==> config.mk <==
export PLATFORM = sky130hd
export DESIGN_NAME = arbitro_rr
export DESIGN_NICKNAME = d
export VERILOG_FILES = /design/src/rtl/arbitro_rr.sv
export SDC_FILE = /design/constraint.sdc
export NUM_CORES = 1
export LEC_CHECK = 0
export ABC_AREA = 1
export BUFFER_PORTS_ARGS = -buffer_cell sky130_fd_sc_hd__clkbuf_2
export CAP_MARGIN = 20
export CORE_MARGIN = 2
export CORE_UTILIZATION = 35
export CTS_BUF_LIST = sky130_fd_sc_hd__clkbuf_4
export DETAILED_ROUTE_END_ITERATION = 8
export GPL_TIMING_DRIVEN = 1
export PLACE_DENSITY = 0.71
export SLEW_MARGIN = 10
export SYNTH_ARGS = -nofsm -noshare
export SYNTH_HDL_FRONTEND = slang
export SYNTH_SLANG_ARGS = --single-unit
export TNS_END_PERCENT = 1
==> constraint.sdc <==
create_clock -name clk -period 2.55 [get_ports clk]
set_input_delay 0.1275 -clock clk [delete_from_list [all_inputs] [get_ports clk]]
set_output_delay 0.1275 -clock clk [all_outputs]
set_load 0.02 [all_outputs]
==> src/rtl/arbitro_rr.sv <==
// arbitro_rr: round-robin arbiter from four input FIFOs to four output FIFOs, routed by word[DW-1:DW-2].
// Define ARB_PUSH_CNT_EN to add per-output 8-bit push counters readable through cnt_sel/cnt_out.
module arbitro_rr #(
   parameter int unsigned DW = 10
) (
   input  logic          clk,
   input  logic          rst,
   input  logic          en,
   input  logic          empty_0,
   input  logic          empty_1,
   input  logic          empty_2,
   input  logic          empty_3,
   input  logic          alm_full_0,
   input  logic          alm_full_1,
   input  logic          alm_full_2,
   input  logic          alm_full_3,
   input  logic [DW-1:0] data_poped_0,
   input  logic [DW-1:0] data_poped_1,
   input  logic [DW-1:0] data_poped_2,
   input  logic [DW-1:0] data_poped_3,
   output logic          pop_0,
   output logic          pop_1,
   output logic          pop_2,
   output logic          pop_3,
   output logic          push_0,
   output logic          push_1,
   output logic          push_2,
   output logic          push_3,
   output logic [DW-1:0] data_pushed_0,
   output logic [DW-1:0] data_pushed_1,
   output logic [DW-1:0] data_pushed_2,
   output logic [DW-1:0] data_pushed_3,
`ifdef ARB_PUSH_CNT_EN
   input  logic [1:0]    cnt_sel,
   output logic [7:0]    cnt_out,
`endif
   output logic [1:0]    state
);

   typedef enum logic [1:0] {
      IDLE = 2'd0,
      ARB  = 2'd1,
      HOLD = 2'd2
   } state_t;

   state_t        st;
   state_t        st_nxt;
   logic [3:0]    empty_v;
   logic [3:0]    alm_full_v;
   logic [3:0]    elig;
   logic [3:0]    pop_v;
   logic [3:0]    push_v;
   logic [1:0]    ptr;
   logic [1:0]    scan_idx;
   logic [1:0]    grant_idx;
   logic [1:0]    pop_idx;
   logic [1:0]    tag_idx;
   logic [1:0]    dest;
   logic          grant_ok;
   logic          tag_v;
   logic [DW-1:0] din  [4];
   logic [DW-1:0] dout [4];
   logic [DW-1:0] sample;

   assign empty_v    = {empty_3, empty_2, empty_1, empty_0};
   assign alm_full_v = {alm_full_3, alm_full_2, alm_full_1, alm_full_0};
   assign din[0]     = data_poped_0;
   assign din[1]     = data_poped_1;
   assign din[2]     = data_poped_2;
   assign din[3]     = data_poped_3;

   always_comb begin : next_state
      st_nxt = st;
      case (st)
         IDLE: begin
            if (en && !(&empty_v)) st_nxt = ARB;
         end
         ARB: begin
            if (|alm_full_v)              st_nxt = HOLD;
            else if (!en || (&empty_v))   st_nxt = IDLE;
         end
         HOLD: begin
            if (!en)                      st_nxt = IDLE;
            else if (!(|alm_full_v))      st_nxt = ARB;
         end
         default: st_nxt = IDLE;
      endcase
   end

   // A port popped this cycle still looks non-empty, so it sits out the next decision.
   always_comb begin : grant
      elig      = (st_nxt == ARB) ? (~empty_v & ~pop_v) : 4'b0000;
      grant_ok  = 1'b0;
      grant_idx = 2'd0;
      scan_idx  = 2'd0;
      for (int unsigned off = 0; off < 4; off++) begin
         scan_idx = ptr + 2'(off);
         if (!grant_ok && elig[scan_idx]) begin
            grant_ok  = 1'b1;
            grant_idx = scan_idx;
         end
      end
   end

   always_ff @(posedge clk or posedge rst) begin : fsm
      if (rst) begin
         st      <= IDLE;
         pop_v   <= '0;
         pop_idx <= '0;
         ptr     <= '0;
      end else begin
         st    <= st_nxt;
         pop_v <= '0;
         if (grant_ok) begin
            pop_v[grant_idx] <= 1'b1;
            pop_idx          <= grant_idx;
            ptr              <= grant_idx + 2'd1;
         end
      end
   end

   assign sample = din[tag_idx];
   assign dest   = sample[DW-1:DW-2];

   // Words already popped always complete; only reset drops the tag.
   always_ff @(posedge clk or posedge rst) begin : route
      if (rst) begin
         tag_v   <= 1'b0;
         tag_idx <= '0;
         push_v  <= '0;
         for (int unsigned i = 0; i < 4; i++) dout[i] <= '0;
      end else begin
         tag_v   <= |pop_v;
         tag_idx <= pop_idx;
         push_v  <= '0;
         if (tag_v) begin
            push_v[dest] <= 1'b1;
            dout[dest]   <= sample;
         end
      end
   end

`ifdef ARB_PUSH_CNT_EN
   logic [7:0] cnt [4];

   always_ff @(posedge clk or posedge rst) begin : push_cnt
      if (rst) begin
         for (int unsigned i = 0; i < 4; i++) cnt[i] <= '0;
      end else begin
         for (int unsigned i = 0; i < 4; i++) cnt[i] <= cnt[i] + {7'd0, push_v[i]};
      end
   end

   assign cnt_out = cnt[cnt_sel];
`endif

   assign pop_0         = pop_v[0];
   assign pop_1         = pop_v[1];
   assign pop_2         = pop_v[2];
   assign pop_3         = pop_v[3];
   assign push_0        = push_v[0];
   assign push_1        = push_v[1];
   assign push_2        = push_v[2];
   assign push_3        = push_v[3];
   assign data_pushed_0 = dout[0];
   assign data_pushed_1 = dout[1];
   assign data_pushed_2 = dout[2];
   assign data_pushed_3 = dout[3];
   assign state         = st;

endmodule

Yosys cells after proc, flatten, opt, wreduce, memory -nomap -nowiden
Cells that the tools add are included.
{"block": "totals", "reg_bits": 57, "in_bits": 51, "out_inout_bits": 50, "elab_cells": 86}
{"block": "op_classes", "addsub": 4, "magnitude_cmp": 11, "n_eq_ne": 3, "muxes": 35, "bitwise_logic": 5, "n_reduce_logical": 17}
{"cell": "$bwmux W40", "n": 1}
{"cell": "$mux W10", "n": 3}
{"cell": "$bmux W10 S2", "n": 1}
{"cell": "$demux W10 S2", "n": 1}
{"cell": "$lt A2 B3 Y1 const B", "n": 6}
{"cell": "$mux W2", "n": 9}
{"cell": "$mux W4", "n": 3}
{"cell": "$mux W1", "n": 10}
{"cell": "$bmux W1 S2", "n": 4}
{"cell": "$not A4 Y4", "n": 2}
{"cell": "$reduce_or A4 Y1", "n": 2}
{"cell": "$logic_and A1 B1 Y1", "n": 7}
{"cell": "$ge A3 B3 Y1 const B", "n": 2}
{"cell": "$not A2 Y3", "n": 2}
{"cell": "$pmux W2 S3", "n": 1}
{"cell": "$logic_not A1 Y1", "n": 5}
{"cell": "$add A2 B1 Y2 const B", "n": 2}
{"cell": "$add A2 B2 Y2 const B", "n": 2}
{"cell": "$and A4 B4 Y4", "n": 1}
{"cell": "$demux W1 S2", "n": 2}
{"cell": "$eq A2 B1 Y1 const B", "n": 2}
{"cell": "$ge A2 B1 Y1 const B", "n": 2}
{"cell": "$reduce_and A4 Y1", "n": 1}
{"cell": "$lt A3 B1 Y1 const B", "n": 1}
{"cell": "other kinds (3)", "n": 3}

Longest topological paths before layout
Gate-level depths: netlist (run 1).
{"block": "depth", "ltp_word": 24, "depth_mapped": 18, "ltp_nobuf": 18}

Worst setup path after synthesis (run 1)
OpenSTA, ideal clock, no wires.
{"block": "synth_path", "kind": "reg-to-reg", "start": "register st[0], in the netlist state[0]", "end": "register ptr[1]", "setup_time_ns": 0.127, "t_arrival_ns": 1.919, "required_time_ns": 2.423, "setup_slack_ns": 0.504, "stages_incl_launch_ff": 17, "n_path_buf": 0, "period_less_slack_ns": 2.046, "path_cell_list": "dfrtp_1 > inv_1 > nand3_2 > nand2_2 > nand2_2 > nand2_4 > nand4_1 > nand3_1 > nand2_2 > nand2_1 > nor2_1 > nand3_1 > nand2_2 > inv_1 > ha_1 > nand2_1 > o21ai_0"}
{"block": "synth_between", "elab_chain_cells": 18, "elab_cells_between_ends": 34, "classes_between": "add/sub (1); eq/ne (3); mux (23); reduce/logical (7)"}
{"item": "from (decl)", "line_no": "46", "text": "state_t st;"}
{"item": "from (signal assigned)", "line_no": "112", "text": "st <= st_nxt;"}
{"item": "$mux W2 (on tied branches)", "line_no": "84, 80"}
{"item": "$mux W2 (on tied branches)", "line_no": "83, 79"}
{"item": "$pmux W2 S3 (*)", "line_no": "74", "text": "case (st)"}
{"item": "$eq A2 B1 Y1 (*)", "line_no": "92", "text": "elig = (st_nxt == ARB) ? (~empty_v & ~pop_v) : 4'b0000;"}
{"item": "$mux W4 (*)", "line_no": "92"}
{"item": "$bmux W1 S2", "line_no": "98", "text": "if (!grant_ok && elig[scan_idx]) begin"}
{"item": "$mux W1 (not written as such)", "line_no": "98"}
{"item": "$mux W1", "line_no": "98"}
{"item": "[3 not listed]"}
{"item": "$logic_not A1 Y1", "line_no": "98"}
{"item": "$logic_and A1 B1 Y1", "line_no": "98"}
{"item": "$mux W1", "line_no": "98"}
{"item": "$logic_not A1 Y1", "line_no": "98"}
{"item": "$logic_and A1 B1 Y1", "line_no": "98"}
{"item": "$mux W2 (*)", "line_no": "98"}
{"item": "named net grant_idx[1]", "line_no": "55", "text": "logic [1:0] grant_idx;"}
{"item": "$add A2 B1 Y2 (*)", "line_no": "117", "text": "ptr <= grant_idx + 2'd1;"}
{"item": "to (signal assigned)", "line_no": "117"}
{"item": "to (decl)", "line_no": "53", "text": "logic [1:0] ptr;"}
Mark *: on every way through the listed nets, which the timed path passes. The rest lies on a longest branch. The select of a mux whose other input is x is not followed.
A chain may end at the register's enable or synchronous reset.

Worst setup path after layout (run 1)
Ends and elaborated chain as after synthesis.

==> results.ini, run 1 <==
[status]
status=complete, no violations

[logic_synthesis]
netlist_instances=350
syn_nets=405
yosys_warnings=0
yosysTopAreaCellShare_pct=50.5
syn_area_um2=2820
synth_cell_types=28
seq_area_frac_synth_pct=50.5
avgSynthCellArea_um2=8.07
ys_ff_latch=57
synth_top_area_cell=dfrtp_1
netlist_top_cells_area=dfrtp_1, nand2_1, nor2_1

[drt]
drt_iter0_drc=90
vias=2646
avgViaCountPerCell=4.69
antenna_left=0
first_pass_iters=5
wl_um=7310
drc_errors=0
routedWlPerCell_um=13.0

[critical_path]
ff2ff_path_depth=17
end_kind=flop
crit_required_ns=2.84
setup.worst_path.class=flop to flop
path_max_fanout=9
cp.arrival_ns=2.46
start_kind=flop

[die]
dieHeight_um=93.8
core_um2=7770
die_x_um=93.8
io_pins=101
rows=32
start_util_pct=36.4
dieArea_um2=8800

[place]
pre_cts_slack_ns=0.433
gp_congestion=0.841
dpl_cell_area_um2=3400
post-dp-hpwl_um=5660
port_buffers=100
dp_cells=547

[clocking]
clock_sinks=57
htree_num_levels=3
insertion_delay_ns=0.40
cts-root-buf=clkbuf_4
path_clk_slew_ns=0.11
clk_path_buf_depth=2
cts_setup_buffers=0
cts_tree=built
cts_buffers=9

[sta]
skew_ns=0.0131
period_share_pct=85.3
setup_viol=0
holdWs_ns=0.0456
setup_tns_ns=0
worst_slack_ns=0.374
tightest_slew_ns=0.715
hold_viol=0
max_freq_mhz=459
maxSlewHeadroom_pct=52.3
slew_violations=0
rsz0062_at_grt=false
fin_crit_ns=2.18

[finish]
layout-drive-gt1-share_pct=32.3
area_growth_pct=26.9
fin_area_um2=3580
fin_nets=512
antennaDiodeCount=0
fin_cells=564

[job]
drv_cap=0

[global_route]
grt_pass1_wl_um=11900
overflow=0
antenna_found_initial=0
grt_max_degree=58
first_global_vias=2555
grt_use_total_pct=17.7

[pwr]
pwr_density_cell_nw_per_um2=1340
power_leakage_uw=0.00206
peakVddDrop_v=0.000571

[hold_path]
holdPathStages=5
hold_class=primary input to flop

-- state kept, by name, indices dropped and copies added (netlist names) --
register and count:
data_pushed_2 10, data_pushed_3 10, state 2, data_pushed_0 10, tag_idx 2, data_pushed_1 10
ptr 2, pop_idx 2, tag_v 1, push_v 4, pop_v 4
-- cells in the final DEF, fill, tap and decap left out, drive strengths merged --
master and count:
nand2 154, clkbuf 109, dfrtp 57, inv 35, nor2 31, o21ai 18
nand3 15, nand4 9, o22ai 8, ha 4, buf 4, or2 4
clkinv 3, bufinv 2, a21oi 2, a32oi 1, a32o 1, xnor2 1
and2 1, or4 1, clkinvlp 1, dlygate4sd3 1
-- Yosys cell counts --
cell type	count
buf_6	5
or4_1	1
a21oi_4	1
nand3_2	1
clkbuf_1	2
o22ai_1	8
nand3_1	14
buf_4	2
nand4_2	1
or2_1	3
or2_2	1
a21oi_1	1
dfrtp_1	57
a32oi_4	1
nand2_4	2
inv_1	26
ha_1	4
o21ai_0	18
nand2_1	143
inv_2	8
nor2_4	2
nor2_2	2
nor2_1	27
xnor2_1	1
and2_1	1
nand2_2	9
nand4_1	8
a32o_1	1
-- layer usage --
layer	track usage, %	vias to the layer above	wire length [um]
met5	0	-	0
met4	8.09	0	161
met3	3.85	18	452
met2	28.9	102	3480
met1	22.3	1213	3220
li1	-	1313	-
-- cell type report --
cell class,count,area [um2]
clock buffers,9,67.6
clock inverters,7,103
fillers,792,4180
inverters,34,128
multi-input cells,250,1190
flip-flops and latches,57,1430
well taps,102,128
repair buffers,105,541
-- where the power goes --
part | switching [uW] | internal (uW) | total [uW]
Sequential | 252 | 1270 | 1520
Combinational | 1720 | 767 | 2490
Clock | 372 | 405 | 777
Total | 2340 | 2440 | 4790
-- timing repair --
item                       in CTS  in global routing
setup endpoints to repair       0                  0
resized for setup               0                  0
hold buffers                    1                  0
hold endpoints to repair       57                  0
-- logic make-up after synthesis --
kind of cell,after synthesis,share of synthesized area [%]
simple gates,215,33.1
flops,57,50.5
xor+xnor,1,0.310
compound gates,30,7.05
fa+ha+maj,4,1.77
buf+inv,43,7.31
-- worst paths after layout --
kind                                  from          endpoint  slack [ns]
worst max-delay path              state[0]            ptr[1]        0.37
worst min-delay path            alm_full_1          state[1]        0.05
worst max register to register    state[0]            ptr[1]        0.37
worst min register to register  pop_idx[0]        tag_idx[0]        0.40
max in group asynchronous              rst  data_pushed_1[0]        1.62
min in group asynchronous              rst  data_pushed_2[9]        0.43
-- through the flow --
stage	utilization (%)	power, uW
2_1_floorplan	-	3300
3_3_place_gp	43.8	3960
3_5_place_dp	43.8	4030
4_1_cts	46.1	4830
5_1_grt	46.1	5180
6_report	46.1	4790
-- critical path, cell delays in order (launching register included) --
cell,delay (ns)
dfrtp_1,0.43
inv_1,0.07
nand3_2,0.08
nand2_2,0.08
nand2_2,0.06
nand2_4,0.11
nand4_1,0.15
nand2_1,0.12
nand2_1,0.07
nand2_1,0.09
nand2_1,0.08
nand3_1,0.10
inv_1,0.06
nand2_2,0.06
nand2_2,0.08
ha_1,0.27
nand2_1,0.07
o21ai_0,0.08
Power figures use the tool's default switching activity.
==> inputs of run 2 (changes only) <==
--- a/config.mk
+++ b/config.mk
@@ -14,6 +14,7 @@
 export DETAILED_ROUTE_END_ITERATION = 8
 export GPL_TIMING_DRIVEN = 1
 export PLACE_DENSITY = 0.71
+export RECOVER_POWER = 100
 export SLEW_MARGIN = 10
 export SYNTH_ARGS = -nofsm -noshare
 export SYNTH_HDL_FRONTEND = slang
==> run 2 against run 1 <==
Maximum frequency is 1.9% lower. Largest power group unchanged. First-iteration DRC count is 2.2% higher. Critical endpoint unchanged. Die area stayed put. Register-to-register slack worse by 0.04 ns. Worst hold slack better by 0.0030 ns. Sequential power hardly changed. Combinational power is 5% lower. Worst setup slack worse by 0.042 ns.
==> results.ini, run 2 (synthesis results as in run 1) <==
[status]
status=complete, no violations

[critical_path]
crit_top_cell=nand2_1
cp_slowest_stage_delay_ns=0.41
end_kind=flop
crit_chain=inv_1 -> nand3_2 -> nand2_1 -> nand2_1 -> nand2_4 -> nand4_1 -> nand3_1 -> nand2_1 -> nand2_1 -> nor2_1 -> nand3_1 -> nand2_1 -> inv_1 -> ha_1 -> nand2_1 -> o21ai_0
crit_required_ns=2.84
cp.arrival_ns=2.51
start_kind=flop
slowest_stage=dfrtp_1
path_max_fanout=9
setup.worst_path.class=flop to flop

[clocking]
cts-resized-gates=0
insertion_delay_ns=0.40
htree_num_levels=3
cts_buffers=9
clock_sinks=57
clk_path_buf_depth=2
path_clk_slew_ns=0.11
cts-root-buf=clkbuf_4
cts_tree=built

[drt]
drc_errors=0
routedWlPerCell_um=13.1
avgViaCountPerCell=4.70
antenna_left=0
drt_iter0_drc=92
first_pass_iters=5
vias=2649
wl_um=7380

[die]
io_pins=101
dieArea_um2=8800
die_x_um=93.8
dieHeight_um=93.8
core_um2=7770
start_util_pct=36.4
rows=32

[sta]
tightest_slew_ns=1.39
rsz0062_at_grt=false
maxSlewHeadroom_pct=7.23
setup_tns_ns=0
max_freq_mhz=451
setup_viol=0
holdWs_ns=0.0486
skew_ns=0.0142
hold_viol=0
fin_crit_ns=2.22
period_share_pct=87.0
slew_violations=0

[place]
gp_congestion=0.841
port_buffers=100
post-dp-hpwl_um=5660

[global_route]
overflow=0
first_global_vias=2555
grt_max_degree=58
grt_use_total_pct=17.7
grt_pass1_wl_um=11900
antenna_found_initial=0

[finish]
seq_area_um2=1430
multi_input_area_um2=1160
layout_common_cells=nand2_1, dfrtp_1, clkbuf_2
area_growth_pct=23.5
fillers=818
layout-drive-gt1-share_pct=19.3
fin_nets=512
final_common_cell=nand2_1
antennaDiodeCount=0

[pwr]
intPower_uw=2350
seqPwrFrac_pct=32.7
switchingPower_uw=2320
combPwrFrac_pct=50.7
power_leakage_uw=0.00190
swShare_pct=49.7
peakVddDrop_v=0.000547
p_clk_share_pct=16.7
pwr_density_cell_nw_per_um2=1340

[job]
drv_cap=0

[hold_path]
hold_class=primary input to flop

-- run 2: cell types whose count changed in the layout (fill, tap and decap cells not counted), moves of 4 or more --
cell      delta
clkbuf_1    +50
clkbuf_2    -49
inv_1        +4
inv_2        -4
nand2_1      +5
nand2_2      -5
-- run 2: final cells by class --
cell class,count,area share (%)
multi-input combinational,250,33.3
timing repair buffer,105,13.6
sequential,57,40.9
inverter,34,3.66
clock buffer,9,1.94
tap,102,3.66
clock inverter,7,2.94
-- run 2: worst max-delay path: cells and delay by family (launching register included) --
kind	cells	cell delay [ns]
AO/OA/AOI/OAI	1	0.08
AND/OR/NAND/NOR	12	1.19
adder cells (fa/ha/maj)	1	0.29
flip-flops	1	0.41
buffers and inverters	2	0.14
-- run 2: path summary, 6_finish.rpt --
kind / endpoint / slack, ns / depth (start not counted) / from
worst min-delay path: state[1] / 0.05 / 5 / alm_full_1
max in group asynchronous: data_pushed_1[0] / 0.99 / 4 / rst
worst max register to register: ptr[1] / 0.33 / 16 / state[0]
worst min register to register: tag_idx[0] / 0.40 / 0 / pop_idx[0]
min in group asynchronous: data_pushed_2[9] / 0.70 / 4 / rst
worst max-delay path: ptr[1] / 0.33 / 16 / state[0]
-- run 2: metrics by stage --
stage | setup slack, ns | utilization [%] | cells | power (uW) | cell area [um2]
CTS | 0.392 | 46.1 | 564 | 4830 | 3580
global route | 0.0932 | 44.9 | 564 | 5050 | 3490
finish | 0.331 | 44.9 | 564 | 4660 | 3490
detailed placement | 0.433 | 43.8 | 547 | 4030 | 3400
floorplan | 0.504 | - | 350 | 3300 | 2820
global placement | 0.522 | 43.8 | 547 | 3960 | 3400
-- run 2: timing repair --
action,4_1_cts,5_1_grt
hold endpoints to repair,57,0
setup buffers,0,0
hold buffers,1,0
-- run 2: per-layer routing --
metal / wire, um / global-route usage (%) / part of all wire [%]
met1: 3200 / 22.3 / 43
met2: 3520 / 28.9 / 48
met3: 505 / 3.85 / 6.8
met4: 154 / 8.09 / 2.1
met5: 0 / 0 / 0
-- run 2: power by group through the flow --
stage / Combinational, uW / Clock, uW / Sequential [uW]
final: 2360 / 778 / 1520
after global routing: 2650 / 833 / 1570
after CTS: 2510 / 796 / 1520
after detailed placement: 2490 / 0 / 1540
after global placement: 2430 / 0 / 1520
after floorplan: 1460 / 0 / 1840
==> inputs of run 3 (changes only) <==
--- a/config.mk
+++ b/config.mk
@@ -13,7 +13,7 @@
 export CTS_BUF_LIST = sky130_fd_sc_hd__clkbuf_4
 export DETAILED_ROUTE_END_ITERATION = 8
 export GPL_TIMING_DRIVEN = 1
-export PLACE_DENSITY = 0.71
+export PLACE_DENSITY = 0.73
 export RECOVER_POWER = 100
 export SLEW_MARGIN = 10
 export SYNTH_ARGS = -nofsm -noshare
==> constraint.sdc (replaced) <==
create_clock -name clk -period 2 [get_ports clk]
set_input_delay 0.1 -clock clk [delete_from_list [all_inputs] [get_ports clk]]
set_output_delay 0.1 -clock clk [all_outputs]
set_load 0.02 [all_outputs]
==> run 3 against run 2 <==
The flow now finishes with violations (negative setup slack). Power rose by 44%. Maximum frequency rose by 8.0%. Worst setup slack got worse by 0.39 ns. Global-route usage rose by 0.57 points. Clock skew fell by 0.0012 ns. Die area did not move. Cell area rose by 8.9%. Sequential power rose by 26%. Combinational power rose by 61%.
==> results.ini, run 3 (synthesis results as in run 1) <==
[status]
status=complete, but fails checks
failed_checks=negative setup slack

[place]
dp_cells=558
port_buffers=100
post-dp-hpwl_um=5710
gp_congestion=0.812

[finish]
layout_common_cells=nand2_1, dfrtp_1, clkbuf_2
antennaDiodeCount=0
area_growth_pct=34.5
fin_nets=532
final_common_cell=nand2_1
fin_cells=584
fillers=783
layout-drive-gt1-share_pct=29.9

[critical_path]
end_kind=flop
crit_required_ns=2.33
path_max_fanout=5
worstReg2RegStart=state[0]
cp.arrival_ns=2.38
critical_path.startpoint=state[0]
start_kind=flop
setup.worst_path.class=flop to flop

[clocking]
path_clk_slew_ns=0.10
cts_buffers=9
clock_sinks=57
htree_num_levels=3
cts-root-buf=clkbuf_4
cts_tree=built
clk_path_buf_depth=2
insertion_delay_ns=0.41

[global_route]
grt_pass1_wl_um=12200
first_global_vias=2604
overflow=0
antenna_found_initial=0
grt_max_degree=58
grt_use_total_pct=18.2

[drt]
first_pass_iters=4
drc_errors=0
drt_iter0_drc=141
antenna_left=0
avgViaCountPerCell=4.65
wl_um=7890
vias=2718
routedWlPerCell_um=13.5

[sta]
worst_slack_ns=-0.0551
maxSlewHeadroom_pct=5.18
max_freq_mhz=487
rsz0062_at_grt=true
tightest_slew_ns=1.42
slew_violations=0
setup_tns_ns=-0.159
hold_viol=0
period_share_pct=103
skew_ns=0.0130
fin_crit_ns=2.06
setup_viol=4

[die]
start_util_pct=36.4
core_um2=7770
io_pins=101
dieHeight_um=93.8
rows=32
die_x_um=93.8
dieArea_um2=8800

[pwr]
peakVddDrop_v=0.000519
power_leakage_uw=0.00203
pwr_density_cell_nw_per_um2=1770

[hold_path]
hold_start=alm_full_2
hold_class=primary input to flop

[job]
drv_cap=0

run 3: cell types whose count changed in the layout (fill, tap and decap cells not counted), moves of 4 or more:
cell	delta
buf_4	+11
buf_6	+6
inv_1	-9
inv_2	+9
nand2_1	-13
nand2_2	+9
nand2_4	+5
nand3_1	-4
nand3_2	+4
run 3: power by group:
part           switching, uW  total (uW)  internal, uW
Combinational           2470        3800          1330
Sequential               297        1920          1620
Clock                    476         992           517
Total                   3240        6710          3470
run 3: final timing paths:
check                                   end  cells after the start  slack (ns)
max                                  ptr[1]                     17       -0.06
min                                state[1]                      5        0.06
max reg2reg                          ptr[1]                     17       -0.06
min reg2reg                      tag_idx[0]                      0        0.39
max in group asynchronous          state[1]                      4        0.34
min in group asynchronous  data_pushed_2[0]                      4        0.70
run 3: per-stage QoR:
stage	hold WS [ns]	util (%)	total power [uW]	cell area, um2	worst slack [ns]
floorplan	0.311	-	4210	2830	0.0140
global placement	0.164	45.1	5280	3500	0.00218
detailed placement	0.167	45.1	5380	3500	-0.0684
CTS	0.00515	49.2	6680	3820	-0.0384
global route	0.0567	48.9	7230	3800	-0.243
finish	0.0591	48.9	6710	3800	-0.0551
run 3: final cells by class:
| cell class | instances | area [um2] | share of cell area (%) |
|---|---|---|---|
| Timing Repair Buffer | 124 | 648 | 17.1 |
| Clock inverter | 7 | 103 | 2.70 |
| Tap cell | 102 | 128 | 3.36 |
| Inverter | 34 | 128 | 3.36 |
| Multi-Input combinational cell | 251 | 1300 | 34.1 |
| Sequential cell | 57 | 1430 | 37.6 |
| Clock buffer | 9 | 67.6 | 1.78 |
run 3: repair_timing:
action                                  in CTS  in global routing
resized for setup                           21                 16
hold buffers                                 3                  0
pin swaps                                   15                 10
hold endpoints to repair                    58                  0
buffers inserted                             6                  1
endpoints found under the setup margin       4                  8
gates cloned                                 1                  0
run 3: worst max-delay path: stages (launching register included):
cell and delay, ns:
dfrtp_2 0.45, inv_2 0.06, nand3_2 0.08, nand2_2 0.10
nand2_4 0.07, nand2_4 0.09, nand4_1 0.15, nand2_1 0.15
nand2_2 0.08, nand2_2 0.09, nand2_2 0.07, nand3_2 0.08
inv_2 0.05, nand2_4 0.08, nand2_4 0.06, ha_4 0.26
nand2_2 0.04, o21ai_1 0.06
run 3: metal layers:
metal	routed length (um)	global-route usage, %	vias to the layer above	part of all wire [%]
met3	379	3.53	12	4.8
met4	129	7.61	0	1.6
met5	0	0	-	0
met1	3520	22.2	1261	45
met2	3860	31.5	84	49
li1	-	-	1361	-
